File: src/rtl/tinyqv_mem_pkg.sv
// tinyqv_mem_pkg: access-size encodings, responder states and byte-lane helpers
package tinyqv_mem_pkg;
  localparam logic [2:0] MEM_B  = 3'b000;
  localparam logic [2:0] MEM_H  = 3'b001;
  localparam logic [2:0] MEM_W  = 3'b010;
  localparam logic [2:0] MEM_BU = 3'b100;
  localparam logic [2:0] MEM_HU = 3'b101;
  typedef enum logic [1:0] {ST_IDLE, ST_WAIT, ST_XFER} state_t;
  function automatic logic is_byte(input logic [2:0] op);
    return op == MEM_B || op == MEM_BU;
  endfunction
  function automatic logic is_half(input logic [2:0] op);
    return op == MEM_H || op == MEM_HU;
  endfunction
  function automatic logic [3:0] lane_mask(input logic [2:0] op, input logic [1:0] lane);
    return op == MEM_W ? 4'hf : is_half(op) ? (lane[1] ? 4'hc : 4'h3) : is_byte(op) ? 4'b0001 << lane : 4'h0;
  endfunction
  function automatic logic [31:0] lane_shift(input logic [2:0] op, input logic [1:0] lane, input logic [31:0] w);
    return is_byte(op) ? w >> {lane, 3'b000} : is_half(op) ? w >> {lane[1], 4'b0000} : w;
  endfunction
endpackage

File: src/rtl/tinyqv_mem_responder_if.sv
// tinyqv_mem_responder_if: nibble-serial load/store port between core and responder
interface tinyqv_mem_responder_if;
  logic [2:0] counter;
  logic [27:0] addr_in;
  logic address_ready;
  logic is_load;
  logic is_store;
  logic [2:0] mem_op;
  logic [3:0] store_data;
  logic [3:0] load_data;
  logic load_data_ready;
  logic busy;
  logic err;
  modport master (output counter, addr_in, address_ready, is_load, is_store, mem_op, store_data,
                  input load_data, load_data_ready, busy, err);
  modport slave (input counter, addr_in, address_ready, is_load, is_store, mem_op, store_data,
                 output load_data, load_data_ready, busy, err);
endinterface

File: src/rtl/tinyqv_mem_array.sv
// tinyqv_mem_array: DEPTH x 32 RAM with byte-enable synchronous write and asynchronous read
module tinyqv_mem_array #(
  parameter int DEPTH = 16
) (
  input  logic clk,
  input  logic we,
  input  logic [3:0] be,
  input  logic [$clog2(DEPTH)-1:0] widx,
  input  logic [31:0] wdata,
  input  logic [$clog2(DEPTH)-1:0] ridx,
  output logic [31:0] rdata
);
  logic [31:0] mem [DEPTH];
  always_ff @(posedge clk)
    for (int i = 0; i < 4; i++)
      if (we && be[i]) mem[widx][8*i +: 8] <= wdata[8*i +: 8];
  assign rdata = mem[ridx];
endmodule

File: src/rtl/tinyqv_mem_responder.sv
// tinyqv_mem_responder: register-file memory region answering TinyQV nibble-serial loads and stores
module tinyqv_mem_responder
  import tinyqv_mem_pkg::*;
#(
  parameter int DEPTH = 16,
  parameter logic [3:0] BASE_HI = 4'h1,
  parameter int LATENCY = 0
) (
  input logic clk,
  input logic rstn,
  tinyqv_mem_responder_if.slave bus
);
  localparam int AW = $clog2(DEPTH);
  state_t state;
  logic [1:0] wcnt;
  logic [AW-1:0] idx, ridx;
  logic [1:0] lane, cur_lane;
  logic [2:0] op, cur_op;
  logic [27:0] sr;
  logic [31:0] wdata, rdata, word, store_word;
  logic err_q, req, ld, st, enter, last;
  logic unused_addr;
  assign unused_addr = ^bus.addr_in[23:AW+2];
  assign wdata = {bus.store_data, sr};
  assign req = bus.address_ready && bus.addr_in[27:24] == BASE_HI && bus.counter == 3'd7;
  assign ld = req && state == ST_IDLE && bus.is_load;
  assign st = req && state == ST_IDLE && bus.is_store && !bus.is_load && rstn;
  assign last = bus.counter == 3'd7;
  assign enter = (ld && LATENCY == 0) || (state == ST_WAIT && last && wcnt == 2'd1);
  assign ridx = state == ST_IDLE ? bus.addr_in[AW+1:2] : idx;
  assign cur_lane = state == ST_IDLE ? bus.addr_in[1:0] : lane;
  assign cur_op = state == ST_IDLE ? bus.mem_op : op;
  assign store_word = is_byte(bus.mem_op) ? {4{wdata[7:0]}} : is_half(bus.mem_op) ? {2{wdata[15:0]}} : wdata;
  tinyqv_mem_array #(.DEPTH(DEPTH)) u_array (
    .clk(clk),
    .we(st),
    .be(lane_mask(bus.mem_op, bus.addr_in[1:0])),
    .widx(bus.addr_in[AW+1:2]),
    .wdata(store_word),
    .ridx(ridx),
    .rdata(rdata)
  );
  always_ff @(posedge clk) begin
    sr <= wdata[31:4];
    if (!rstn) begin
      state <= ST_IDLE;
      wcnt <= 2'd0;
      err_q <= 1'b0;
    end else begin
      err_q <= req && state != ST_IDLE;
      if (enter) word <= lane_shift(cur_op, cur_lane, rdata);
      if (ld) begin
        idx <= bus.addr_in[AW+1:2];
        lane <= bus.addr_in[1:0];
        op <= bus.mem_op;
        wcnt <= 2'(LATENCY);
        state <= LATENCY == 0 ? ST_XFER : ST_WAIT;
      end else if (state == ST_WAIT && last) begin
        wcnt <= wcnt - 2'd1;
        if (wcnt == 2'd1) state <= ST_XFER;
      end else if (state == ST_XFER && last) state <= ST_IDLE;
    end
  end
  assign bus.load_data_ready = state == ST_XFER;
  assign bus.load_data = state == ST_XFER ? word[{bus.counter, 2'b00} +: 4] : 4'h0;
  assign bus.busy = state != ST_IDLE;
  assign bus.err = err_q;
endmodule

File: src/flat_wrapper.sv
// flat-port wrapper written by rule: the top's interface ports become plain ports
module tinyqv_mem_responder_flat import tinyqv_mem_pkg::*;
#(
  parameter int DEPTH = 16,
  parameter logic [3:0] BASE_HI = 4'h1,
  parameter int LATENCY = 0
)
  (clk, rstn, bus_counter, bus_addr_in, bus_address_ready, bus_is_load, bus_is_store, bus_mem_op, bus_store_data, bus_load_data, bus_load_data_ready, bus_busy, bus_err);
  tinyqv_mem_responder_if bus_i ();
  input logic clk;
  input logic rstn;
  input wire logic [$bits(bus_i.counter)-1:0] bus_counter;
  input wire logic [$bits(bus_i.addr_in)-1:0] bus_addr_in;
  input wire logic [$bits(bus_i.address_ready)-1:0] bus_address_ready;
  input wire logic [$bits(bus_i.is_load)-1:0] bus_is_load;
  input wire logic [$bits(bus_i.is_store)-1:0] bus_is_store;
  input wire logic [$bits(bus_i.mem_op)-1:0] bus_mem_op;
  input wire logic [$bits(bus_i.store_data)-1:0] bus_store_data;
  output wire logic [$bits(bus_i.load_data)-1:0] bus_load_data;
  output wire logic [$bits(bus_i.load_data_ready)-1:0] bus_load_data_ready;
  output wire logic [$bits(bus_i.busy)-1:0] bus_busy;
  output wire logic [$bits(bus_i.err)-1:0] bus_err;
  assign bus_i.counter = bus_counter;
  assign bus_i.addr_in = bus_addr_in;
  assign bus_i.address_ready = bus_address_ready;
  assign bus_i.is_load = bus_is_load;
  assign bus_i.is_store = bus_is_store;
  assign bus_i.mem_op = bus_mem_op;
  assign bus_i.store_data = bus_store_data;
  assign bus_load_data = bus_i.load_data;
  assign bus_load_data_ready = bus_i.load_data_ready;
  assign bus_busy = bus_i.busy;
  assign bus_err = bus_i.err;
  tinyqv_mem_responder #(.DEPTH(DEPTH), .BASE_HI(BASE_HI), .LATENCY(LATENCY)) u_core (.clk(clk), .rstn(rstn), .bus(bus_i));
endmodule
File: config.mk
export PLATFORM = sky130hd
export DESIGN_NAME = tinyqv_mem_responder_flat
export DESIGN_NICKNAME = d
export VERILOG_FILES = /design/src/rtl/tinyqv_mem_pkg.sv /design/src/rtl/tinyqv_mem_responder_if.sv /design/src/rtl/tinyqv_mem_array.sv /design/src/rtl/tinyqv_mem_responder.sv /design/src/flat_wrapper.sv
export SDC_FILE = /design/constraint.sdc
export NUM_CORES = 1
export LEC_CHECK = 0
export CAP_MARGIN = 5
export CORE_ASPECT_RATIO = 0.9
export CORE_MARGIN = 1.5
export CORE_UTILIZATION = 45
export CTS_CLUSTER_SIZE = 24
export DETAILED_ROUTE_END_ITERATION = 10
export PLACE_DENSITY = 0.59
export SYNTH_ARGS = -nofsm -noshare
export SYNTH_HDL_FRONTEND = slang
export SYNTH_HIERARCHICAL = 1
export SYNTH_SLANG_ARGS = --single-unit
File: constraint.sdc
create_clock -name clk -period 7.8 [get_ports clk]
set_clock_uncertainty 0.1 [all_clocks]
set_input_delay 1.56 -clock clk [delete_from_list [all_inputs] [get_ports clk]]
set_output_delay 1.56 -clock clk [all_outputs]
set_load 0.05 [all_outputs]
==> metrics.txt, run 1 <==
outcome complete, no violations; post-synthesis async set-or-reset flop share 0%; area of the die 52,020 um2; top cells by area in the synthesized netlist sky130_fd_sc_hd__edfxtp_1 73%, sky130_fd_sc_hd__mux4_2 13%, sky130_fd_sc_hd__dfxtp_1 2.6%, sky130_fd_sc_hd__a22oi_1 2.1%, sky130_fd_sc_hd__nor2_1 1.3%; via count of the first global-routing pass 11,115; fraction of final layout cells sized beyond drive strength 1 21.25%; CP endpoint kind output pin; mean post-synth cell area 20.10 um2; diode insertion count for antenna repair 0; total track usage 20.52%; Worst Hold Path Cells 0; total via count in the routed design 11,146; Critical Path Source Type input pin; maximum achievable frequency 0.1717 GHz; overall routed net length 52,280 um; final weighted congestion of routability-driven global placement 0.8334; clock latency of the later-clocked register in the worst-skew pair 0.62 ns; overflow left after global routing 0; most numerous cell in the Yosys netlist sky130_fd_sc_hd__edfxtp_1; clock buffer count from CTS 57; top post-synthesis cells by count 552 x sky130_fd_sc_hd__edfxtp_1, 136 x sky130_fd_sc_hd__mux4_2, 78 x sky130_fd_sc_hd__nor2_1, 64 x sky130_fd_sc_hd__a22oi_1, 64 x sky130_fd_sc_hd__nand2_1; final setup vio count 0; Crit path required time 6.14 ns; number of warning messages in the yosys log 6; min cycle time layout 5.825 ns; detail-routed net length per standard cell 27.40 um; largest fanout on the critical path 9; 1st-iter DRT viols 1,075; class of the tightest hold or removal check reg -> reg; detailed-placement wirelength estimate 31,800 um; Worst Setup Slack post-DPL 1.725 ns; largest net degree at the start of global routing 98; CTS-repair resized insts 0; I/O pin cnt 50; Syn-to-layout area delta 12.96%; transition time of the tightest slew-check pin 1.000 ns; peak supply drop 0.1778 mV; sequential area share after synthesis 75.35%; Relative slew margins 32.60%; unrepaired setup endpoints after global routing no; H-tree level count 2; wire length of the first global-routing pass 75,390 um; total of flip-flops plus latches after synthesis 582; clock-pin slew on the worst setup and hold paths 0.06 ns; Initial Util 45.36%; ys flop type sky130_fd_sc_hd__edfxtp_1; die outline width 240.3 um; Final Instance Count excl. Fillers 1,908; clock tree from TritonCTS yes; crit path cell chain clkdlybuf4s50_1 > mux4_2 > mux2i_1 > nor2b_1 > clkdlybuf4s50_1; number of unique standard cell types used by synthesis 43; number of antenna violations at the first check in global routing 1; maximum count of clock buffers along a single path 3; Filler Cells Inserted 4,001; number of detailed-routing iterations run before antenna repair 5; most common cell type on the critical path sky130_fd_sc_hd__clkdlybuf4s50_1; number of clock sinks 582; instance area at placement 23,860 um2; via density per instance 5.842; number of synthesized flops with an enable pin 552; power density over cell area 256.4 nW/um2; Core Area 50,260 um2; post-synth top area cell sky130_fd_sc_hd__edfxtp_1; Worst Path Arrival 4.16 ns; Post-CTS Hold Fix Bufs 0; number of routed nets with antenna violations 0; summed negative setup slack over all endpoints 0 ns; cell area after synthesis 22,800 um2; cell with the largest stage delay on the worst path sky130_fd_sc_hd__clkdlybuf4s50_1; cell depth of the worst flop-to-flop path 7; biggest cell delay along the critical path 0.94 ns; Max Slew Vio Count 0; final period utilization 74.68%; root buffer cell sky130_fd_sc_hd__clkbuf_16; drc violations 0; max-cap viol count 0; Static Leak 8.022 nW; total count of hold-check failures in the final report 0; number of cells after detailed placement 1,800; Yosys top cell area share 72.71%; Final Worst Setup Slack 1.975 ns; IO buf count 31; Post-Syn Instances 1,134; Post-CTS Setup Inserts 0; Final #Nets 1,222; Crit Path Class in -> out; Site Rows 78; Post-Syn Nets 1,177; Post-Layout Inst Area 25,750 um2; height of the die 216.5 um
per-layer routing:
layer,GRT usage [%],vias up,routed length [um]
met1,31.28,5854,23970
met3,3.719,93,3514
met4,7.212,2,1589
met5,0,-,13
li1,-,4790,-
met2,29.76,407,23190
per-stage QoR:
stage	power, mW	utilization (%)	hold WS, ns
after floorplan	3.739	-	0.2257
after global placement	3.874	47.48	0.2283
after detailed placement	3.881	47.48	0.2330
after CTS	6.658	51.23	0.2448
after global routing	6.794	51.23	0.2554
final	6.602	51.23	0.2439
state kept, by name (all words and copies together) (netlist names):
register	flops
u_core/u_array/mem	512
u_core/word	32
u_core/sr	28
u_core/idx	4
u_core/lane	2
u_core/op	2
u_core/bus.err	1
u_core/state	1
kinds of logic (layout without fill, tap and decap cells):
group	count (synthesis)	after routing	synth area share, %
and+or+nand+nor	186	186	3.622
AOI/OAI and AO/OA	123	123	4.182
DFF	582	582	75.35
buffers and inverters	63	157	1.312
muxes	180	180	15.54
path summary, 6_finish.rpt:
kind / end / slack, ns / startpoint
setup / recovery: bus_load_data[2] / 1.98 / bus_counter[0]
hold / removal: u_core/sr[18] / 0.24 / u_core/sr[22]
setup reg to reg: u_core/word[1] / 4.01 / u_core/state[1]
hold reg to reg: u_core/sr[18] / 0.24 / u_core/sr[22]
power by group:
group	leakage, nW	switching [mW]	total [mW]	internal [mW]
Sequential	5.22	0.0168	3.46	3.45
Clock	0.914	1.14	2.79	1.65
Combinational	1.89	0.219	0.349	0.130
Total	8.02	1.37	6.60	5.23
critical path: cells and delay by family:
kind                   cells  cell delay (ns)
buffers and inverters      2             1.65
multiplexers               2             0.86
AND/OR/NAND/NOR            1             0.08
cells in the final DEF (no fill, tap or decap), types with 3 or more instances in the layout:
cell,synthesis,layout
sky130_fd_sc_hd__nor2_1,78,77
sky130_fd_sc_hd__a221o_1,8,8
sky130_fd_sc_hd__clkinv_1,0,9
sky130_fd_sc_hd__mux2_2,21,19
sky130_fd_sc_hd__clkdlybuf4s50_1,0,31
sky130_fd_sc_hd__nor2b_1,12,10
sky130_fd_sc_hd__buf_4,11,16
sky130_fd_sc_hd__mux4_2,136,136
sky130_fd_sc_hd__o21ai_0,11,11
sky130_fd_sc_hd__o221ai_1,8,8
sky130_fd_sc_hd__nand2_1,64,64
sky130_fd_sc_hd__clkinv_2,0,6
sky130_fd_sc_hd__edfxtp_1,552,552
sky130_fd_sc_hd__a22oi_1,64,64
sky130_fd_sc_hd__clkbuf_16,0,59
sky130_fd_sc_hd__clkbuf_1,30,23
sky130_fd_sc_hd__and2_1,9,9
sky130_fd_sc_hd__a22o_1,8,8
sky130_fd_sc_hd__a21boi_0,3,3
sky130_fd_sc_hd__a32oi_1,8,8
sky130_fd_sc_hd__nand3_1,7,7
sky130_fd_sc_hd__mux2i_1,22,22
sky130_fd_sc_hd__a21boi_1,6,6
sky130_fd_sc_hd__dfxtp_1,30,30
sky130_fd_sc_hd__bufinv_16,0,8
final cells by class:
type	instances	area (um2)	share of cell area [%]
sequential	582	17180	66.70
multi-input combinational	489	5364	20.83
clock buffer	82	1563	6.069
tap	680	850.8	3.304
timing repair buffer	49	470.5	1.827
clock inverter	26	326.6	1.268
Power figures use the tool's default switching activity.
==> run 2: changes to the inputs <==
Settings changed: PLACE_DENSITY 0.59 to 0.61.
Clock period 7.8 ns to 4.7 ns, I/O delays scaled along.
==> metrics.txt, run 2 (synthesis gave the netlist of run 1 again) <==
number of routed nets with antenna violations 0 (unchanged); overall routed net length 52,280 um (about the same); 1st-iter DRT viols 1,247 (+16%); Post-CTS Setup Inserts 0 (unchanged); via density per instance 5.845 (about the same); worst-case hold slack 0.2504 ns (+0.006464 ns); via count of the first global-routing pass 11,476 (+3.2%); number of antenna violations at the first check in global routing 0 (-1); area of the die 52,020 um2 (unchanged); die outline width 240.3 um (unchanged); Site Rows 78 (unchanged); min cycle time layout 4.126 ns; total via count in the routed design 11,585 (+3.9%); Filler Cells Inserted 3,956 (-1.1%); fraction of final layout cells sized beyond drive strength 1 26.27% (+5.0 points); I/O pin cnt 50 (unchanged); H-tree level count 2 (unchanged); largest net degree at the start of global routing 41 (-58%); clock-pin slew on the worst setup and hold paths 0.06 ns (about the same); final weighted congestion of routability-driven global placement 0.8179 (-1.9%); Syn-to-layout area delta 15.43%; Reg2Reg Launch Point u_core/state[1]; drc violations 0 (unchanged); total track usage 20.70% (+0.18 points); Final #Nets 1,300 (+6.4%); number of clock sinks 582 (unchanged); top library cells by usage in the layout, fill and taps aside 552 x sky130_fd_sc_hd__edfxtp_1, 136 x sky130_fd_sc_hd__mux4_2, 88 x sky130_fd_sc_hd__buf_4; summed negative setup slack over all endpoints 0 ns (unchanged); clock latency of the later-clocked register in the worst-skew pair 0.62 ns (about the same); Crit path required time 3.66 ns (-2.48 ns); area taken by multi-input logic gates 5370 um2 (+0.12%); Post-CTS Hold Fix Bufs 0 (unchanged); most flop-heavy register u_core/u_array/mem; power density over cell area 409.1 nW/um2 (+60%); transition time of the tightest slew-check pin 1.176 ns (+0.1753 ns); worst reg-to-reg setup slack 1.15 ns (-2.86 ns); unrepaired setup endpoints after global routing no; cell depth of the worst flop-to-flop path 8 (+1); CTS-repair resized insts 0 (unchanged); detailed-placement wirelength estimate 33,360 um (+4.9%); Static Leak 8.421 nW (+5.0%); Worst Path Arrival 3.09 ns (-1.07 ns); IO buf count 31 (unchanged); largest fanout on the critical path 9 (unchanged); height of the die 216.5 um (unchanged); utilization after layout 52.36% (+1.1 points); overflow left after global routing 0 (unchanged); class of the tightest hold or removal check reg -> reg; clock buffer count from CTS 58 (+1.8%); final period utilization 87.78%; Crit Path Class in -> out; CP endpoint kind output pin; Core Area 50,260 um2 (unchanged); Relative slew margins 21.09% (-12 points); start point of the critical path bus_counter[0]; Initial Util 45.36% (unchanged); maximum achievable frequency 0.2424 GHz; final setup vio count 0 (unchanged); root buffer cell sky130_fd_sc_hd__clkbuf_16; diode insertion count for antenna repair 0 (unchanged); leading cell type in the layout, fill and taps excluded sky130_fd_sc_hd__edfxtp_1; detail-routed net length per standard cell 26.38 um (-3.7%); outcome complete, no violations; Register Area 17,180 um2 (unchanged); max-cap viol count 0 (unchanged); termination of the worst setup path bus_load_data[3]; maximum count of clock buffers along a single path 3 (unchanged); peak supply drop 0.3260 mV (+83%); clock tree from TritonCTS yes; leading registers by flop count u_core/u_array/mem x512, u_core/word x32, u_core/sr x28; flip-flop count of the largest register, all copies and words added 512 (unchanged); number of detailed-routing iterations run before antenna repair 5 (unchanged); wire length of the first global-routing pass 77,570 um (+2.9%); end of the worst register-to-register path u_core/word[2]; Max Slew Vio Count 0 (unchanged); total count of hold-check failures in the final report 0 (unchanged); Critical Path Source Type input pin
-- run 2: changes by cell type in the layout (fill, tap and decap cells not counted), sizes merged --
cell | previous run | this run
clkinvlp | 1 | 4
bufinv | 8 | 5
buf | 18 | 95
clkbuf | 82 | 67
clkinv | 16 | 27
inv | 1 | 2
-- run 2: final cells by class --
| cell class | instances | share of cell area (%) |
|---|---|---|
| Sequential cell | 582 | 65.27 |
| Multi-Input combinational cell | 489 | 20.41 |
| Clock buffer | 67 | 5.644 |
| Timing Repair Buffer | 126 | 4.222 |
| Tap cell | 680 | 3.233 |
| Clock inverter | 38 | 1.222 |
-- run 2: per-stage QoR --
| stage | instance area, um2 | instances | setup WS, ns | power, mW |
|---|---|---|---|---|
| floorplan | 22800 | 1134 | 0.7996 | 6.204 |
| global placement | 24510 | 1877 | 0.4325 | 6.434 |
| detailed placement | 24510 | 1877 | 0.3560 | 6.446 |
| CTS | 26320 | 1982 | 0.5485 | 10.86 |
| global route | 26320 | 1982 | 0.4671 | 11.12 |
| finish | 26320 | 1982 | 0.5743 | 10.77 |
-- run 2: where the power goes --
group,total (mW),internal [mW],switching [mW]
sequential,5.75,5.72,0.0264
combinational,0.587,0.224,0.363
clock,4.43,2.53,1.91
-- run 2: worst min-delay path by stage --
| stage | cells past startpoint | startpoint | end |
|---|---|---|---|
| final | 0 | u_core/sr[16] | u_core/sr[12] |
| after global routing | 0 | u_core/sr[19] | u_core/sr[15] |
| after CTS | 0 | u_core/sr[26] | u_core/sr[22] |
| after detailed placement | 0 | u_core/sr[19] | u_core/sr[15] |
| after global placement | 0 | u_core/sr[19] | u_core/sr[15] |
| after floorplan | 0 | u_core/sr[16] | u_core/sr[12] |
-- run 2: worst max-delay path, stage by stage --
cell                              delay [ns]
sky130_fd_sc_hd__clkdlybuf4s50_1        0.46
sky130_fd_sc_hd__buf_4                  0.22
sky130_fd_sc_hd__mux4_2                 0.55
sky130_fd_sc_hd__mux2i_1                0.16
sky130_fd_sc_hd__nor2b_1                0.06
sky130_fd_sc_hd__clkdlybuf4s50_1        0.70
-- run 2: per-layer routing --
| metal | GRT usage (%) | wire [um] |
|---|---|---|
| met2 | 30.66 | 23700 |
| met5 | 0 | 0 |
| met1 | 32.07 | 23840 |
| met4 | 5.010 | 1224 |
| met3 | 3.541 | 3527 |
==> run 3: changes to the inputs <==
Settings changed: CAP_MARGIN 5 to 20.
==> metrics.txt, run 3 (synthesis gave the netlist of run 1 again) <==
Max Slew Vio Count 0 (unchanged); transition time of the tightest slew-check pin 1.079 ns (-0.09655 ns); overall routed net length 52,340 um (+0.11%); worst-case hold slack 0.2507 ns (+0.0003470 ns); final period utilization 87.69% (-0.089 points); drc violations 0 (unchanged); clock latency of the later-clocked register in the worst-skew pair 0.62 ns (about the same); via count of the first global-routing pass 11,476 (unchanged); IO buf count 31 (unchanged); Critical Path Source Type input pin; clock buffer count from CTS 58 (unchanged); largest fanout on the critical path 9 (unchanged); max-cap viol count 0 (unchanged); clock tree from TritonCTS yes; min cycle time layout 4.122 ns (-0.004186 ns); total track usage 20.70% (unchanged); leading registers by flop count u_core/u_array/mem x512, u_core/word x32, u_core/sr x28; CTS-repair resized insts 0 (unchanged); area of the die 52,020 um2 (unchanged); Filler Cells Inserted 3,958 (+0.051%); flip-flop count of the largest register, all copies and words added 512 (unchanged); Site Rows 78 (unchanged); Post-Layout Inst Area 26,340 um2 (about the same); total via count in the routed design 11,522 (-0.54%); maximum achievable frequency 0.2426 GHz (+0.10%); class of the tightest hold or removal check reg -> reg; Post-CTS Setup Inserts 0 (unchanged); detail-routed net length per standard cell 26.35 um (about the same); CP endpoint kind output pin; outcome complete, no violations; number of antenna violations at the first check in global routing 0 (unchanged); Relative slew margins 27.73% (+6.6 points); summed negative setup slack over all endpoints 0 ns (unchanged); utilization after layout 52.41% (about the same); clock-pin slew on the worst setup and hold paths 0.06 ns (about the same); Syn-to-layout area delta 15.54% (about the same); number of clock sinks 582 (unchanged); Final #Nets 1,303 (+0.23%); number of routed nets with antenna violations 0 (unchanged); Core Area 50,260 um2 (unchanged); maximum count of clock buffers along a single path 3 (unchanged); total count of hold-check failures in the final report 0 (unchanged); Worst Path Arrival 3.08 ns (about the same); wire length of the first global-routing pass 77,570 um (unchanged); leading cell type in the layout, fill and taps excluded sky130_fd_sc_hd__edfxtp_1; final weighted congestion of routability-driven global placement 0.8179 (unchanged); Initial Util 45.36% (unchanged); overflow left after global routing 0 (unchanged); Post-CTS Hold Fix Bufs 0 (unchanged); final setup vio count 0 (unchanged); detailed-placement wirelength estimate 33,360 um (unchanged); most flop-heavy register u_core/u_array/mem; peak supply drop 0.3259 mV (about the same); die outline width 240.3 um (unchanged); height of the die 216.5 um (unchanged); largest net degree at the start of global routing 41 (unchanged); Crit Path Class in -> out; instance area at placement 24,510 um2 (unchanged); 1st-iter DRT viols 1,184 (-5.1%); fraction of final layout cells sized beyond drive strength 1 26.44% (+0.17 points); I/O pin cnt 50 (unchanged); root buffer cell sky130_fd_sc_hd__clkbuf_16; Static Leak 8.436 nW (+0.17%); power density over cell area 409.1 nW/um2 (about the same); via density per instance 5.802 (-0.74%); top library cells by usage in the layout, fill and taps aside 552 x sky130_fd_sc_hd__edfxtp_1, 136 x sky130_fd_sc_hd__mux4_2, 91 x sky130_fd_sc_hd__buf_4; number of detailed-routing iterations run before antenna repair 6 (+1); H-tree level count 2 (unchanged); unrepaired setup endpoints after global routing no; Crit path required time 3.66 ns (about the same)
-- run 3: cell types whose count changed in the layout (fill, tap and decap cells not counted), sizes merged --
cell / previous run / this run
diode: 0 / 1
buf: 95 / 98
-- run 3: final cells by class --
type	instances	area, um2	area share (%)
flip-flops and latches	582	17180	65.21
multi-input cells	489	5370	20.39
clock buffers	67	1485	5.638
repair buffers	129	1134	4.304
well taps	680	850.8	3.230
clock inverters	38	321.6	1.221
diodes	1	2.502	0.009500
-- run 3: final timing paths --
path,startpoint,endpoint,slack [ns],depth (start not counted)
max,bus_counter[0],bus_load_data[3],0.58,6
min,u_core/sr[26],u_core/sr[22],0.25,0
max reg2reg,u_core/state[1],u_core/word[2],1.18,8
min reg2reg,u_core/sr[26],u_core/sr[22],0.25,0
-- run 3: worst max-delay path, cell delays in order --
cell and delay (ns):
sky130_fd_sc_hd__clkdlybuf4s50_1 0.46, sky130_fd_sc_hd__buf_4 0.22, sky130_fd_sc_hd__mux4_2 0.55, sky130_fd_sc_hd__mux2i_1 0.16, sky130_fd_sc_hd__nor2b_1 0.06, sky130_fd_sc_hd__clkdlybuf4s50_1 0.70
-- run 3: per-stage QoR --
stage | cells | setup WS, ns | power, mW
2_1_floorplan | 1134 | 0.7996 | 6.204
3_3_place_gp | 1877 | 0.4325 | 6.434
3_5_place_dp | 1877 | 0.3560 | 6.446
4_1_cts | 1982 | 0.5485 | 10.86
5_1_grt | 1985 | 0.4671 | 11.12
6_report | 1986 | 0.5784 | 10.78
-- run 3: where the power goes --
group	internal, mW	total (mW)	leakage, nW	switching, mW
combinational	0.227	0.590	2.34	0.363
clock	2.53	4.44	0.877	1.92
sequential	5.72	5.75	5.22	0.0264
-- run 3: routing by layer --
metal | part of all wire (%) | track usage [%] | vias to the layer above
met3 | 6.8 | 3.541 | 90
li1 | - | - | 4943
met1 | 46 | 32.07 | 6088
met5 | 0 | 0 | -
met2 | 45 | 30.66 | 401
met4 | 2.2 | 5.010 | 0
